===== src/rtl/mobo_bus_ctrl.sv =====
// CPU-to-device bus controller: decodes the top address bits to one of N_DEV
// ctrl/stat channels and runs a request/release handshake with a timeout.
module mobo_bus_ctrl #(
  parameter int WORD_WIDTH = 32,
  parameter int N_DEV      = 4,
  parameter int SEL_W      = 4,
  parameter int TIMEOUT    = 255,
  parameter int TO_W       = 16
) (
  input  logic                        clk,
  input  logic                        rst,
  input  logic [WORD_WIDTH-1:0]       cpu_ctrl,
  output logic [WORD_WIDTH-1:0]       cpu_stat,
  input  logic [WORD_WIDTH-1:0]       cpu_addr,
  input  logic [WORD_WIDTH-1:0]       cpu_wdata,
  output logic [WORD_WIDTH-1:0]       cpu_rdata,
  output logic [N_DEV*WORD_WIDTH-1:0] dev_ctrl,
  input  logic [N_DEV*WORD_WIDTH-1:0] dev_stat,
  output logic [WORD_WIDTH-1:0]       dev_addr,
  output logic [WORD_WIDTH-1:0]       dev_wdata,
  input  logic [N_DEV*WORD_WIDTH-1:0] dev_rdata
);
  localparam int IDX_W = (N_DEV > 1) ? $clog2(N_DEV) : 1;
  localparam logic [WORD_WIDTH-1:0] SEL_MASK  = {{SEL_W{1'b1}}, {(WORD_WIDTH-SEL_W){1'b0}}};
  localparam logic [WORD_WIDTH-1:0] STAT_IDLE = '0;
  localparam logic [WORD_WIDTH-1:0] STAT_DONE = WORD_WIDTH'(1);
  localparam logic [WORD_WIDTH-1:0] STAT_ERR  = WORD_WIDTH'(2);
  localparam logic [TO_W-1:0]       TO_LAST   = TO_W'(TIMEOUT - 1);

  typedef enum logic [2:0] {S_IDLE, S_REQ, S_REL, S_DONE, S_ERR} state_t;

  state_t                            state;
  logic [IDX_W-1:0]                  idx;
  logic                              is_rd;
  logic [TO_W-1:0]                   cnt;
  logic [N_DEV-1:0][WORD_WIDTH-1:0]  ctrl_q, stat_v, rdata_v;
  logic [N_DEV-1:0]                  done_v;

  assign stat_v   = dev_stat;
  assign rdata_v  = dev_rdata;
  assign dev_ctrl = ctrl_q;

  for (genvar g = 0; g < N_DEV; g++) begin : g_ch
    assign done_v[g] = stat_v[g][0];
  end

  logic [SEL_W-1:0] sel;
  logic             sel_ok, one_op, done_sel, expired;
  assign sel      = cpu_addr[WORD_WIDTH-1 -: SEL_W];
  assign sel_ok   = {1'b0, sel} < (SEL_W+1)'(N_DEV);
  assign one_op   = cpu_ctrl[0] ^ cpu_ctrl[1];
  assign done_sel = done_v[idx];
  assign expired  = (cnt == TO_LAST);

  // Only ctrl[1:0] and stat bit0 carry meaning; the rest is deliberately dropped.
  logic unused_bits;
  assign unused_bits = ^{cpu_ctrl[WORD_WIDTH-1:2], stat_v};

  always_ff @(posedge clk or negedge rst) begin
    if (!rst) begin
      state     <= S_IDLE;
      cpu_stat  <= STAT_IDLE;
      cpu_rdata <= '0;
      ctrl_q    <= '0;
      dev_addr  <= '0;
      dev_wdata <= '0;
      cnt       <= '0;
      idx       <= '0;
      is_rd     <= 1'b0;
    end else begin
      case (state)
        S_IDLE: begin
          cpu_stat <= STAT_IDLE;
          cnt      <= '0;
          if (one_op && sel_ok) begin
            idx                       <= sel[IDX_W-1:0];
            is_rd                     <= cpu_ctrl[0];
            dev_addr                  <= cpu_addr & ~SEL_MASK;
            dev_wdata                 <= cpu_wdata;
            ctrl_q[sel[IDX_W-1:0]]    <= WORD_WIDTH'(cpu_ctrl[1:0]);
            state                     <= S_REQ;
          end else if (cpu_ctrl[1:0] != 2'b00) begin
            cpu_stat <= STAT_ERR;
            state    <= S_ERR;
          end
        end
        S_REQ: begin
          if (done_sel) begin
            if (is_rd) cpu_rdata <= rdata_v[idx];
            ctrl_q <= '0;
            cnt    <= '0;
            state  <= S_REL;
          end else if (expired) begin
            ctrl_q   <= '0;
            cnt      <= '0;
            cpu_stat <= STAT_ERR;
            state    <= S_ERR;
          end else begin
            cnt <= cnt + TO_W'(1);
          end
        end
        S_REL: begin
          if (!done_sel) begin
            cnt      <= '0;
            cpu_stat <= STAT_DONE;
            state    <= S_DONE;
          end else if (expired) begin
            cnt      <= '0;
            cpu_stat <= STAT_ERR;
            state    <= S_ERR;
          end else begin
            cnt <= cnt + TO_W'(1);
          end
        end
        S_DONE: begin
          // A held request must not re-trigger; wait for the CPU to drop it.
          if (cpu_ctrl[1:0] == 2'b00) begin
            cpu_stat <= STAT_IDLE;
            state    <= S_IDLE;
          end
        end
        S_ERR: begin
          ctrl_q <= '0;
          if (cpu_ctrl[1:0] == 2'b00) begin
            cpu_stat <= STAT_IDLE;
            state    <= S_IDLE;
          end
        end
        default: begin
          ctrl_q   <= '0;
          cpu_stat <= STAT_IDLE;
          state    <= S_IDLE;
        end
      endcase
    end
  end
endmodule


===== config.mk =====
export PLATFORM = sky130hd
export DESIGN_NAME = mobo_bus_ctrl
export DESIGN_NICKNAME = d
export VERILOG_FILES = /design/src/rtl/mobo_bus_ctrl.sv
export SDC_FILE = /design/constraint.sdc
export NUM_CORES = 1
export LEC_CHECK = 0
export ABC_AREA = 1
export BUFFER_PORTS_ARGS = -buffer_cell sky130_fd_sc_hd__clkbuf_2
export CORE_AREA = 2 2 236 238
export CTS_CLUSTER_SIZE = 8
export DETAILED_ROUTE_END_ITERATION = 10
export DIE_AREA = 0 0 238 240
export SKIP_CTS_REPAIR_TIMING = 1
export SLEW_MARGIN = 20
export SYNTH_ARGS = -nofsm -noshare
export SYNTH_HDL_FRONTEND = slang
export SYNTH_SLANG_ARGS = --single-unit
export TNS_END_PERCENT = 5

===== constraint.sdc =====
create_clock -name clk -period 1.45 [get_ports clk]
set_input_delay 0.29 -clock clk [delete_from_list [all_inputs] [get_ports clk]]
set_output_delay 0.29 -clock clk [all_outputs]
set_load 0.05 [all_outputs]

Word level (Yosys, flattened, before mapping) --
Cells that the tools add are included.
Word-level totals: bits in registers 274, word-level logic and storage cells 71
Operators by class: $add $sub $neg 1, magnitude comparators 4, equality and inequality tests 10, mux-type cells 29, bitwise logic cells 2, reduce and logical (&&, ||, !) cells 13
Operators with widths (count):
- $mux W128 | 3
- $pmux W128 S3 | 1
- $mux W32 | 6
- $bwmux W128 | 1
- $pmux W32 S4 | 1
- $bmux W32 S2 | 1
- $demux W32 S2 | 1
- $mux W16 | 3
- $pmux W16 S3 | 1
- $mux W3 | 6
- $add A16 B1 Y16 const B | 1
- $eq A16 B8 Y1 const B | 1
- $pmux W3 S4 | 1
- $eq A3 B2 Y1 const B | 2
- $lt A2 B3 Y1 const B | 2
- $ne A3 B3 Y1 const B | 2
- $reduce_and A2 Y1 | 3
- $reduce_and A3 Y1 | 2
- $lt A4 B3 Y1 const B | 1
- $mux W2 | 2
- $ne A2 B2 Y1 const B | 2
- $reduce_or A2 Y1 | 2
- $eq A3 B1 Y1 const B | 1
- $eq A3 B3 Y1 const B | 1
- 11 further kinds | 12

Logic depth before layout (Yosys ltp) --
depth in word-level cells 7, gate-level depth with buffers 10, mapped depth without buffers 10

Worst setup path after synthesis --
OpenSTA, ideal clock, no wires.
path kind register to register, from register state[1], to register cpu_stat[18], arrival 1.365 ns, setup slack -0.031 ns, stages on the path, launching flop included 8, buffers on the path 1, period minus slack after synthesis 1.481 ns, cell sequence dfrtp_1 > a21oi_4 > inv_2 > nand3_1 > nand2_2 > a21oi_4 > buf_6 > nor2_2
On the way: word-level cells in the longest chain between the ends 4
RTL lines:
- start, declared | RTL line 32 | state_t state;
- start signal, assigned | RTL line 61 | state <= S_IDLE;
- start signal, assigned | RTL line 81 | state <= S_REQ;
- start signal, assigned | RTL line 84 | state <= S_ERR;
- $eq A3 B3 Y1 / $eq A3 B2 Y1 (equally long branches) | RTL line 71 | case (state)
- $reduce_or A2 Y1 (no line)
- $ne A2 B1 Y1 (no line)
- $reduce_and A2 Y1 (no line)
- end signal, assigned | RTL line 73 | cpu_stat <= STAT_IDLE;
- end signal, assigned | RTL line 83 | cpu_stat <= STAT_ERR;
- end signal, assigned | RTL line 96 | cpu_stat <= STAT_ERR;
- end, declared | RTL line 13 | output logic [WORD_WIDTH-1:0] cpu_stat,
Parallel ways exist; a longest one is shown, timed or not. A chain may end at the register's enable or synchronous reset.

Worst setup path in the final report --
from register state[0], to register cpu_stat[4]
Same word-level chain as after synthesis.

==> metrics.md <==
| Metric | Value |
|---|---|
| Result of the run | `complete, but fails checks` |
| Violated checks | `negative setup slack` |
| Post-Syn Instances | `1046` |
| All-Layer GR Usage | `9.46%` |
| Clock skew | `0.0123 ns` |
| Tot Pwr | `25600 uW` |
| Fin nets | `1805` |
| Worst R2R Path Depth | `9` |
| Min cycle time layout | `1.65 ns` |
| 1st-iter DRT viols | `294` |
| First-pass detailed-route iteration total | `4` |
| Worst hold path type | `input port to flop` |
| Unrepaired setup endpoints after global routing | `true` |
| First-pass GRT wire length | `40300 um` |
| Net Sw Power | `13000 uW` |
| P_leak | `0.00632 uW` |
| HPWL Detailed | `20500 um` |
| Die X | `238 um` |
| Fin. max-slew vios | `0` |
| Clock Power Share | `17.9%` |
| Switch share | `50.7%` |
| Footprint of the multi-input gates | `0.00347 sq mm` |
| I/O pin cnt | `610` |
| Final Routed Wirelength | `26900 um` |
| Startpoint Class | `flop` |
| Clock root cell | `clkbuf_16` |
| Critical Path AT | `2.05 ns` |
| Die Y-Extent | `240 um` |
| Syn_area_per_cell | `7.90 sq um` |
| P per Cell Area | `2150 mW/mm^2` |
| Post-synth top flop | `dfrtp_1` |
| Via Count | `7647` |
| Maximum number of pins on one net before global-route repair | `51` |
| Buf/Inv on CP | `4` |
| Site row count | `86` |
| Max-cap violations | `0` |
| Vias in the first global route | `7205` |
| Vias per cell | `3.54` |
| Crit-path leading delay family | `simple AND/OR/NAND/NOR gates` |
| Layout area overhead | `44.1%` |
| Distinct cells, synth | `31` |
| CTS Buffer Depth | `2` |
| Combinational group share of total power | `56.4%` |
| Final WS setup | `-0.198 ns` |
| Share of cells above drive strength 1 | `35.5%` |
| # fillers | `6104` |
| DRC | `0` |
| Initial antenna violation count | `1` |
| Pre-CTS WS | `-0.398 ns` |
| Slowest CP cell | `dfrtp_2` |
| CP Max Fanout | `8` |
| Clock sink total | `154` |
| DIE AREA | `0.0571 sq mm` |
| Max IR drop VDD | `1.38 mV` |
| Int Power | `12600 uW` |
| Final period util | `114%` |
| Gr ovfl total | `0` |
| FF+latch area | `0.00386 sq mm` |
| Clock-pin slew on the worst setup and hold paths | `0.07 ns` |
| Worst Setup End Kind | `flop` |
| Mapped Area | `0.00826 sq mm` |
| Setup_tns | `-8.92 ns` |
| Post-synthesis sequential area ratio | `46.6%` |
| TritonCTS clock tree | `built` |
| Placed Area | `0.0108 sq mm` |
| Number of stages on the worst setup path | `9` |
| Finish-stage setup viols | `109` |
| Post-synth EDFFs | `0` |
| Port bufs | `331` |
| Ant diodes | `0` |
| ANT nets after route | `0` |
| Htree depth | `4` |
| Final hold vios | `0` |
| Placer congestion estimate | `0.769` |
| Post-Layout Inst Area | `0.0119 sq mm` |
| #FFs+latches synth | `154` |
| Core area | `0.0547 sq mm` |
| Hold Path Depth | `3` |
| Worst Path Required | `1.85 ns` |
| Clock latency on the worst-skew pair | `0.47 ns` |
| Syn. warnings | `0` |
| Post-synth ARST share | `100%` |
| Sequential Power Share | `25.7%` |
| DR WL/cell | `12.4 um` |
| Critical path cell sequence | `inv_2, nor3_4, buf_4, nand3_2, nand2_2, a21oi_4, buf_12, clkbuf_16, nor2_2` |
| Num CTS Buffers | `17` |
| Initial Util | `15.1%` |
| CP max stage delay | `0.42 ns` |
| Peak Freq | `0.607 GHz` |
| Kind of critical path | `flop to flop` |
power by group through the flow:
stage               logic (uW)  clock network, uW  registers (uW)
floorplan                 5330                  0           10800
global placement         13300                  0            6620
detailed placement       13400                  0            6580
CTS                      13400               4860            6590
global route             15600               4990            6760
finish                   14400               4580            6570
through the flow:
stage	instances	utilization, %	hold slack (ns)
after detailed placement	2112	19.8	0.208
after global routing	2162	21.8	-0.00237
final	2162	21.8	0.0110
after floorplan	1169	-	-0.00559
after global placement	2112	19.8	0.207
after CTS	2142	20.9	-0.339
cells in the final DEF (no fill, tap or decap), types with 2 or more instances in the layout:
master and instances:
a21oi_4 3, buf_12 14, buf_2 53, buf_4 69, buf_6 8, bufinv_16 2, clkbuf_16 19, clkbuf_2 230
clkbuf_4 39, clkbuf_8 2, clkinv_2 2, clkinvlp_4 3, conb_1 124, dfrtp_1 149, dfrtp_2 5, dlygate4sd3_1 10
ha_1 4, inv_1 88, inv_2 5, inv_6 2, nand2_1 296, nand2_2 7, nand2_4 3, nand3_1 12
nand3_2 3, nand3_4 2, nand4_1 7, nor2_1 95, nor2_2 33, nor3_1 3, nor3_4 2, o21ai_0 77
o21ai_1 29, o21ai_2 6, o22ai_1 36, xnor2_1 5, xor2_1 2
sequential cells by signal, summed over array words and instances (netlist names):
register	cells
dev_wdata	32
is_rd	1
state	3
cpu_stat	32
cpu_rdata	32
dev_ctrl	8
cnt	16
idx	2
dev_addr	28
worst paths after layout:
kind                                             end                     start  slack [ns]
setup reg to reg             cpu_stat[4]$_DFFE_PN0P_      state[0]$_DFFE_PN0P_       -0.20
hold reg to reg             dev_ctrl[32]$_DFFE_PN0P_  dev_ctrl[32]$_DFFE_PN0P_        0.47
max in group asynchronous   cpu_rdata[1]$_DFFE_PN0P_                       rst        0.64
min in group asynchronous  dev_wdata[28]$_DFFE_PN0P_                       rst        0.28
hold / removal             dev_wdata[31]$_DFFE_PN0P_             cpu_wdata[31]        0.01
setup / recovery             cpu_stat[4]$_DFFE_PN0P_      state[0]$_DFFE_PN0P_       -0.20
routing by layer:
metal / up-vias / wire length [um] / global-route usage, %
li1: 3813 / - / -
met1: 3473 / 11100 / 10.8
met2: 322 / 12600 / 15.3
met3: 37 / 2460 / 3.86
met4: 2 / 711 / 4.73
met5: - / 8 / 0
cells in the mapped netlist, types with 4 or more instances:
cell      count  area [sq um]
nand3_1      15          75.1
inv_1        89           334
xnor2_1       5          43.8
nand4_1       7          43.8
inv_2         5          18.8
clkbuf_1     21          78.8
o21ai_2       5          43.8
buf_2        18          90.1
o22ai_1      36           225
o21ai_1      28           140
ha_1          4          50.1
nor2_2       27           169
nor2_1      102           383
o21ai_0      79           395
dfrtp_1     154          3850
buf_4       124           931
nand2_1     302          1130
worst reg2reg max path, stage by stage, from the launching register on:
cell       delay (ns)
dfrtp_2          0.42
inv_2            0.07
nor3_4           0.29
buf_4            0.17
nand3_2          0.09
nand2_2          0.10
a21oi_4          0.04
buf_12           0.14
clkbuf_16        0.17
nor2_2           0.08
cells by family after synthesis:
logic type	share of synthesized area [%]
AOI/OAI and AO/OA	10.6
xor gates and xnor gates	0.742
adders and majority gates	0.606
buffers and inverters	18.0
DFF	46.6
other	0.0454
and+or+nand+nor	23.4
area by class of cell:
class | instances | area share [%]
well taps | 704 | 7.40
inverters | 94 | 2.99
multi-input cells | 754 | 29.1
clock buffers | 20 | 3.84
repair buffers | 426 | 23.2
clock inverters | 10 | 0.999
flip-flops and latches | 154 | 32.4
Power figures use the tool's default switching activity.
